===== src/rtl/prog_delay_pkg.sv =====
// Shared types and helpers for the multi-channel programmable delay timer.
package prog_delay_pkg;

    typedef enum logic [1:0] {
        ONESHOT  = 2'd0,
        PERIODIC = 2'd1,
        RETRIG   = 2'd2,
        RSVD     = 2'd3
    } tmr_mode_e;

    typedef enum logic {
        IDLE = 1'b0,
        RUN  = 1'b1
    } tmr_state_e;

    // A programmed delay of zero behaves as a single tick.
    function automatic logic [31:0] eff_delay(input logic [31:0] d);
        return (d == 32'd0) ? 32'd1 : d;
    endfunction

endpackage


===== src/rtl/delay_timer_channel.sv =====
// One timer channel: shadow/active config, prescaler, down-counter and IDLE/RUN FSM.
//   state | meaning
//   IDLE  | waiting for trig; shadow config may be rewritten freely
//   RUN   | counting ticks; expiry at prescaler==0 with count==1
module delay_timer_channel
    import prog_delay_pkg::*;
#(
    parameter int CNT_W   = 16,
    parameter int PRESC_W = 8
) (
    input  logic               clk,
    input  logic               reset,
    input  logic               cfg_we,
    input  logic [CNT_W-1:0]   cfg_delay,
    input  logic [PRESC_W-1:0] cfg_presc,
    input  logic [1:0]         cfg_mode,
    input  logic               trig,
    input  logic               abort,
    output logic               busy,
    output logic               expired,
    output logic               out_level
);

    tmr_state_e         state_q, state_d;
    tmr_mode_e          sh_mode_q, sh_mode_d, act_mode_q, act_mode_d;
    logic [CNT_W-1:0]   sh_delay_q, sh_delay_d, cnt_q, cnt_d;
    logic [PRESC_W-1:0] sh_presc_q, sh_presc_d, act_presc_q, act_presc_d;
    logic [PRESC_W-1:0] presc_q, presc_d;
    logic               level_q, level_d;
    logic               load;

    always_comb begin
        state_d     = state_q;
        sh_mode_d   = sh_mode_q;
        sh_delay_d  = sh_delay_q;
        sh_presc_d  = sh_presc_q;
        act_mode_d  = act_mode_q;
        act_presc_d = act_presc_q;
        cnt_d       = cnt_q;
        presc_d     = presc_q;
        level_d     = level_q;
        load        = 1'b0;
        expired     = 1'b0;

        if (cfg_we) begin
            sh_delay_d = cfg_delay;
            sh_presc_d = cfg_presc;
            sh_mode_d  = tmr_mode_e'(cfg_mode);
        end

        // abort outranks both a retrigger and an expiry landing in the same cycle
        case (state_q)
            IDLE: begin
                if (trig && !abort) load = 1'b1;
            end
            RUN: begin
                if (abort) begin
                    state_d = IDLE;
                end else if (trig && act_mode_q == RETRIG) begin
                    load = 1'b1;
                end else if (presc_q == '0 && cnt_q == CNT_W'(1)) begin
                    expired = 1'b1;
                    level_d = !level_q;
                    if (act_mode_q == PERIODIC) load = 1'b1;
                    else                        state_d = IDLE;
                end else if (presc_q == '0) begin
                    presc_d = act_presc_q;
                    cnt_d   = cnt_q - CNT_W'(1);
                end else begin
                    presc_d = presc_q - PRESC_W'(1);
                end
            end
        endcase

        // a load always samples the shadow as it stood before this cycle's write
        if (load) begin
            state_d     = RUN;
            cnt_d       = CNT_W'(eff_delay(32'(sh_delay_q)));
            presc_d     = sh_presc_q;
            act_presc_d = sh_presc_q;
            act_mode_d  = sh_mode_q;
        end
    end

    always_ff @(posedge clk) begin
        if (reset) begin
            state_q     <= IDLE;
            sh_mode_q   <= ONESHOT;
            sh_delay_q  <= '0;
            sh_presc_q  <= '0;
            act_mode_q  <= ONESHOT;
            act_presc_q <= '0;
            cnt_q       <= '0;
            presc_q     <= '0;
            level_q     <= 1'b0;
        end else begin
            state_q     <= state_d;
            sh_mode_q   <= sh_mode_d;
            sh_delay_q  <= sh_delay_d;
            sh_presc_q  <= sh_presc_d;
            act_mode_q  <= act_mode_d;
            act_presc_q <= act_presc_d;
            cnt_q       <= cnt_d;
            presc_q     <= presc_d;
            level_q     <= level_d;
        end
    end

    assign busy      = (state_q == RUN);
    assign out_level = level_q;

endmodule


===== src/rtl/prog_delay_timer_mc.sv =====
// Multi-channel programmable delay timer: config channel decode plus NUM_CH independent channels.
module prog_delay_timer_mc
    import prog_delay_pkg::*;
#(
    parameter int NUM_CH  = 4,
    parameter int CNT_W   = 16,
    parameter int PRESC_W = 8,
    localparam int CH_W   = (NUM_CH > 1) ? $clog2(NUM_CH) : 1
) (
    input  logic               clk,
    input  logic               reset,
    input  logic               cfg_we,
    input  logic [CH_W-1:0]    cfg_ch,
    input  logic [CNT_W-1:0]   cfg_delay,
    input  logic [PRESC_W-1:0] cfg_presc,
    input  logic [1:0]         cfg_mode,
    input  logic [NUM_CH-1:0]  trig,
    input  logic [NUM_CH-1:0]  abort,
    output logic [NUM_CH-1:0]  busy,
    output logic [NUM_CH-1:0]  expired,
    output logic [NUM_CH-1:0]  out_level
);

    for (genvar i = 0; i < NUM_CH; i++) begin : g_ch
        logic ch_we;

        // channel numbers beyond NUM_CH-1 match no instance and are dropped
        assign ch_we = cfg_we && (32'(cfg_ch) == i);

        delay_timer_channel #(
            .CNT_W   (CNT_W),
            .PRESC_W (PRESC_W)
        ) u_ch (
            .clk       (clk),
            .reset     (reset),
            .cfg_we    (ch_we),
            .cfg_delay (cfg_delay),
            .cfg_presc (cfg_presc),
            .cfg_mode  (cfg_mode),
            .trig      (trig[i]),
            .abort     (abort[i]),
            .busy      (busy[i]),
            .expired   (expired[i]),
            .out_level (out_level[i])
        );
    end

endmodule


===== config.mk =====
export PLATFORM = sky130hd
export DESIGN_NAME = prog_delay_timer_mc
export DESIGN_NICKNAME = d
export VERILOG_FILES = /design/src/rtl/prog_delay_pkg.sv /design/src/rtl/delay_timer_channel.sv /design/src/rtl/prog_delay_timer_mc.sv
export SDC_FILE = /design/constraint.sdc
export NUM_CORES = 1
export LEC_CHECK = 0
export ABC_AREA = 1
export CORE_MARGIN = 8
export CORE_UTILIZATION = 40
export CTS_BUF_LIST = sky130_fd_sc_hd__clkbuf_4 sky130_fd_sc_hd__clkbuf_8
export DETAILED_ROUTE_END_ITERATION = 6
export GPL_TIMING_DRIVEN = 0
export SYNTH_ARGS = -nofsm -noshare
export SYNTH_HDL_FRONTEND = slang
export SYNTH_SLANG_ARGS = --single-unit

===== constraint.sdc =====
create_clock -name clk -period 1.65 [get_ports clk]
set_input_delay 0.165 -clock clk [delete_from_list [all_inputs] [get_ports clk]]
set_output_delay 0.165 -clock clk [all_outputs]
set_load 0.02 [all_outputs]

After elaboration in Yosys (flattened, before gate mapping)
Cells that the tools add are included.
{"block": "totals", "output_inout_bits": 12, "wordCells": 248, "register_bits": 248, "in_bits": 39}
{"block": "classes", "n_mux": 112, "reduce_logical": 53, "n_eq_ne": 27, "add_sub_neg": 8, "bitwise_logic": 12}
{"cell": "two-way mux 16 bit", "n": 28}
{"cell": "two-way mux 8 bit", "n": 24}
{"cell": "== test 16 x 1 -> 1 bit (second input constant)", "n": 4}
{"cell": "zero test 16 bit", "n": 4}
{"cell": "subtractor 16 x 1 -> 16 bit (second input constant)", "n": 4}
{"cell": "two-way mux 1 bit", "n": 56}
{"cell": "zero test 8 bit", "n": 4}
{"cell": "AND reduction 4 bit", "n": 8}
{"cell": "subtractor 8 x 1 -> 8 bit (second input constant)", "n": 4}
{"cell": "inequality test 2 x 1 -> 1 bit (second input constant)", "n": 12}
{"cell": "AND reduction 5 bit", "n": 4}
{"cell": "logical AND 1 bit", "n": 16}
{"cell": "nonzero test 2 bit", "n": 8}
{"cell": "== test 2 bit (second input constant)", "n": 6}
{"cell": "NOT 1 bit", "n": 12}
{"cell": "== test 2 x 1 -> 1 bit (second input constant)", "n": 5}
{"cell": "zero test 1 bit", "n": 8}
{"cell": "case mux 1 bit (2 select lines)", "n": 4}
{"cell": "zero test 2 bit", "n": 1}

Logic depth before layout (Yosys ltp)
{"block": "logic_depth", "depth_word": 8, "depth_mapped": 16, "depth_no_buf": 15}

By module
From an unflattened synthesis, not the netlist that was laid out.
{"block": "hier_totals", "hier_cells": 1976, "area_unflattened_um2": 12752.2}
{"module": "delay_timer_channel (g_ch[2].u_ch ...)", "n_inst": 2, "area_each_um2": 3191.8, "cells_per_inst": 493}
{"module": "delay_timer_channel (g_ch[0].u_ch ...)", "n_inst": 2, "area_each_um2": 3169.3, "cells_per_inst": 491}
{"module": "prog_delay_timer_mc", "n_inst": 1, "area_each_um2": 30.0, "cells_per_inst": 8}

Least setup slack after synthesis
Ideal clock, no wire load.
{"block": "synth_timing", "path_type": "register -> register", "from": "register g_ch[3].u_ch.presc_q[0]", "to": "register g_ch[3].u_ch.cnt_q[10]", "path_stages_with_launch": 16, "period_less_slack_ns": 1.801, "n_path_buf": 2, "arrival_time_ns": 1.688, "setup_time_ns": 0.113, "slack_ns": -0.151, "cell_sequence": "dfxtp_1 > inv_1 > ha_1 > inv_1 > nor2_2 > nand3_2 > nor2_2 > nand3_1 > nand2_1 > nand2_1 > buf_4 > nand3_2 > nand2_4 > buf_4 > nor2_1 > nor2_1"}
{"block": "synth_between", "elab_chain_cells": 8, "word_cells_on_any_way": 13, "classes_between": "eq/ne: 3; mux: 5; reduce/logical: 5"}
{"element": "start: declaration", "line": "delay_timer_channel.sv:28", "text": "logic [PRESC_W-1:0] presc_q, presc_d;"}
{"element": "start signal: assignment", "line": "delay_timer_channel.sv:104", "text": "presc_q <= presc_d;"}
{"element": "zero test 8 bit (*)", "line": "delay_timer_channel.sv:61, delay_timer_channel.sv:66"}
{"element": "logical AND 1 bit", "line": "delay_timer_channel.sv:61", "text": "end else if (presc_q == '0 && cnt_q == CNT_W'(1)) begin"}
{"element": "two-way mux 1 bit", "line": "delay_timer_channel.sv:61"}
{"element": "two-way mux 1 bit", "line": "delay_timer_channel.sv:59", "text": "end else if (trig && act_mode_q == RETRIG) begin"}
{"element": "two-way mux 1 bit", "line": "delay_timer_channel.sv:57", "text": "if (abort) begin"}
{"element": "case mux 1 bit (2 select lines)", "line": "delay_timer_channel.sv:52", "text": "case (state_q)"}
{"element": "inequality test 2 x 1 -> 1 bit (no line) or nonzero test 2 bit (tied branches)"}
{"element": "AND reduction 5 bit (no line)"}
{"element": "end signal: assignment", "line": "delay_timer_channel.sv:103", "text": "cnt_q <= cnt_d;"}
{"element": "end: declaration", "line": "delay_timer_channel.sv:26", "text": "logic [CNT_W-1:0] sh_delay_q, sh_delay_d, cnt_q, cnt_d;"}
Mark *: on every way between the ends. The rest lies on a longest branch, timed or not.
A chain may end at the register's enable or synchronous reset.

Worst setup path after layout
{"block": "layout_timing", "from": "register g_ch[3].u_ch.presc_q[0]", "to": "output port expired[3]"}
{"block": "layout_between", "elab_chain_cells": 6}
{"element": "zero test 8 bit", "line": "delay_timer_channel.sv:61"}
{"element": "logical AND 1 bit", "line": "delay_timer_channel.sv:61"}
{"element": "two-way mux 1 bit", "line": "delay_timer_channel.sv:61"}
{"element": "two-way mux 1 bit", "line": "delay_timer_channel.sv:59"}
{"element": "two-way mux 1 bit", "line": "delay_timer_channel.sv:57"}
{"element": "two-way mux 1 bit", "line": "delay_timer_channel.sv:52"}
{"element": "end: declaration", "line": "prog_delay_timer_mc.sv:20", "text": "output logic [NUM_CH-1:0] expired,"}
No other way between the ends.

==> impl_results.md <==
* Status: finished with violations
* Violated checks: negative setup slack
* Row Count at 65
* Drt initial violations at about 1000
* Slew @ Worst Pin at between 1 and 1.5 ns
* Gr usage total at 0.220
* Die H at around 200 µm
* Net Sw Frac at 0.349
* Nets at ~2300
* Area contributors post-synth: dfxtp_1 (39%), nand2_1 (15%), nor2_1 (12%)
* Num ports at 51
* Worst hold slack at about 0.071 ns
* CTS Hold Bufs at 0
* ANT nets after route at 0
* Initial antenna violation count at 0
* Clock sinks at roughly 250
* Grt total ovfl at 0
* WL/cell at 16.7 µm
* Met2 Usage GRT at 0.368
* Worst-Skew Late Latency at about 0.56 ns
* Final Wtd Congestion at approximately 0.90
* CTS Buf Count at 44
* N_diodes at 0
* Register share of total power at 0.352
* Critical path launch point type: flop
* RSZ-0062 raised after global routing: yes
* RR Endpoint: g_ch[3].u_ch.presc_q[0]
* Worst R2R Path Depth at 18
* Clock transition at path regs at about 0.060 ns
* Clk network pwr share at 0.313
* Avg Inst Size Synth at roughly 6.4 µm²
* Synth Area in Compound Gates at 0.112
* Syn Nets at around 2000
* Vias per cell at ~5.1
* GR peak layer: met2
* Chip width at slightly below 200 µm
* Number of max-cap violations at 0
* M1 GR Usage at 0.279
* Met3 Use GR at 0.0311
* YS warnings at 0
* Top FF cell, synth: dfxtp_1
* WP data arrival at ~2 ns
* Post-route DRC at 0
* Largest net degree at the start of global routing at 12
* Leading area contributor after synthesis: dfxtp_1
* EDFF count, synth at 0
* Max clock buf depth at 3
* Pre-CTS WS at -0.723 ns
* Switching power at ~6.8 mW
* Seq. cell area at between 5000 and 6000 µm²
* Hold Path Stages at 3
* Initial core utilization at 0.407
* Max frequency at ~0.47 GHz
* Largest family of logic cells by synthesized area: simple AND/OR/NAND/NOR gates
* Adder-Cell Fraction of Synth Area at 0.0116
* Worst Min Path Start: reset
* Max-slew headroom at 0.0623
* Simple-Gate Fraction of Synth Area at 0.347
* Peak supply drop at 540 µV
* Die area at about 38000 µm²
* Post-synth ARST share at 0
* Area after DPL at 14000 µm²
* Reg2reg setup slack at -0.46 ns
* Leakage at around 8.7 nW
* Combinational power share at 0.334
* Xor-xnor portion of the synthesized cell area at 0.0428
* First-pass GRT wire length at ~69000 µm
* Post-layout instance area at around 19000 µm²
* CTS tree: done
* Vias in the first global route at approximately 13000
* Cell area after synthesis at about 13000 µm²
* Worst EP required at between 1 and 1.5 ns
* Area share of the largest cell type after synthesis at 0.385
* Worst Path Max Fanout at 3
* DP HPWL at ~28000 µm
* Vias at 13500
* Share of cells above drive strength 1 at 0.313
* Routed wire length at 44500 µm
* Internal at around 13 mW
* Synth unique cells at 38
* Pwr/cell area at around 1000 nW/µm²
* CTS Root Cell: clkbuf_8
* FF-to-FF Start: g_ch[3].u_ch.presc_q[0]
* DP Cell Count at 2456
* Setup Crit Path Kind: flop to output port
* Core area at approximately 32000 µm²
* Hold Violations, Final at 0
* Fill cells at 2817
* H-tree depth at 2
* Post-Layout Cell Count at 2660
* Port buffer count at approximately 50
* Finish-stage setup viols at ~140
* Post-synthesis mux area share at 0
* Post-synthesis sequential area ratio at 0.385
* Multi-input gate area at ~8600 µm²
* Final WS setup at -0.470 ns
* Final period utilization at 1.29
* #FFs+latches synth at ~250
* HP Class: primary input to flop
* WHS Endpoint: g_ch[1].u_ch.out_level
* Fin crit period at roughly 2.1 ns
* Area grow syn2layout at 44.4%
* Post-Syn Instances at approximately 2000
* Final Max Slew Viols at 0
* Crit end category: output port
* DRT Pass-1 Iters at 6
* Setup Skew at roughly 0.015 ns
-- worst max-delay path by stage --
| stage | start | end | slack (ns) | depth (start not counted) |
|---|---|---|---|---|
| 3_5_place_dp | g_ch[3].u_ch.presc_q[0] | expired[3] | -0.72 | 11 |
| 2_1_floorplan | g_ch[3].u_ch.presc_q[1] | g_ch[3].u_ch.cnt_q[15] | -0.11 | 15 |
| 4_1_cts | g_ch[3].u_ch.presc_q[0] | expired[3] | -0.54 | 10 |
| 6_report | g_ch[3].u_ch.presc_q[0] | expired[3] | -0.47 | 10 |
| 3_3_place_gp | trig[3] | g_ch[3].u_ch.presc_q[3] | -0.73 | 10 |
| 5_1_grt | g_ch[3].u_ch.presc_q[0] | expired[3] | -0.56 | 10 |
-- cell type report --
type / count / share of cell area
Clock inverter: 8 / 0.00397
Inverter: 201 / 0.0430
Buffer: 91 / 0.0380
Tap cell: 402 / 0.0270
Sequential cell: 248 / 0.269
Timing Repair Buffer: 184 / 0.109
Clock buffer: 69 / 0.0460
Multi-Input combinational cell: 1457 / 0.463
-- sequential cells by signal, summed over array words and instances, names as in the netlist --
name                   count
g_ch.u_ch.sh_presc_q      32
g_ch.u_ch.cnt_q           64
g_ch.u_ch.act_presc_q     32
g_ch.u_ch.act_mode_q       8
g_ch.u_ch.sh_delay_q      64
g_ch.u_ch.out_level        4
g_ch.u_ch.presc_q         32
g_ch.u_ch.sh_mode_q        8
g_ch.u_ch.busy             4
-- cells in the final DEF (no fill, tap or decap), drive strengths merged, types with 12 or more instances in the layout --
cell           instances
clkdlybuf4s50         37
nor3                  15
inv                  197
clkbuf               116
o21ai                169
buf                  180
dfxtp                248
nand3                102
a21oi                 91
nor2                 418
xor2                  54
ha                    12
nand2                541
nand4                 12
-- worst max-delay path, stage by stage, from the launching register on --
cell and delay (ns):
dfxtp_2 0.32, inv_2 0.07, ha_4 0.13, inv_2 0.04, nor2_4 0.11, nand3_4 0.11
nor2_4 0.12, buf_6 0.12, nand2_4 0.06, nor3_4 0.16, buf_6 0.15
-- power by group through the flow --
stage               sequential (mW)  clock [mW]  combinational [mW]
floorplan                      6.78           0                3.46
global placement               6.87           0                4.34
detailed placement             6.87           0                4.39
CTS                            6.79        6.21                5.71
global route                   6.89        6.48                7.14
finish                         6.84        6.08                6.49
-- metal layers --
layer	part of all wire	wire length [µm]	up-vias
met5	0	0	-
met4	0.035	1580	0
met3	0.045	2010	94
met2	0.48	21400	379
met1	0.44	19500	6339
li1	-	-	6705
-- synthesized netlist by cell type (14+ instances only) --
library cell,instances
clkbuf_1,45
xor2_1,54
dfxtp_1,248
inv_1,197
nor2_1,409
o21ai_0,167
buf_2,20
nand3_1,98
a21oi_1,89
nor3_1,14
buf_4,23
nand2_1,530
-- cells by family (layout without fill, tap and decap cells) --
logic type      Yosys count  in the layout
simple gates           1105           1105
buf+inv                 300            553
compound gates          277            277
flops                   248            248
xor+xnor                 63             63
fa+ha+maj                12             12
-- stage by stage --
| step | total power [mW] | setup TNS [ns] | utilization |
|---|---|---|---|
| after floorplan | 10.2 | -2.96 | - |
| after global placement | 11.2 | -69.74 | 0.442 |
| after detailed placement | 11.3 | -73.15 | 0.442 |
| after CTS | 18.7 | -25.70 | 0.552 |
| after global routing | 20.5 | -45.85 | 0.588 |
| final | 19.4 | -34.08 | 0.588 |
-- timing repair --
| item | in CTS | in global routing |
|---|---|---|
| resized for setup | 470 | 295 |
| cloned | 29 | 1 |
| buffers inserted | 82 | 33 |
| pin swaps | 109 | 124 |
| setup endpoints to repair | 153 | 147 |
Power figures use the tool's default switching activity.
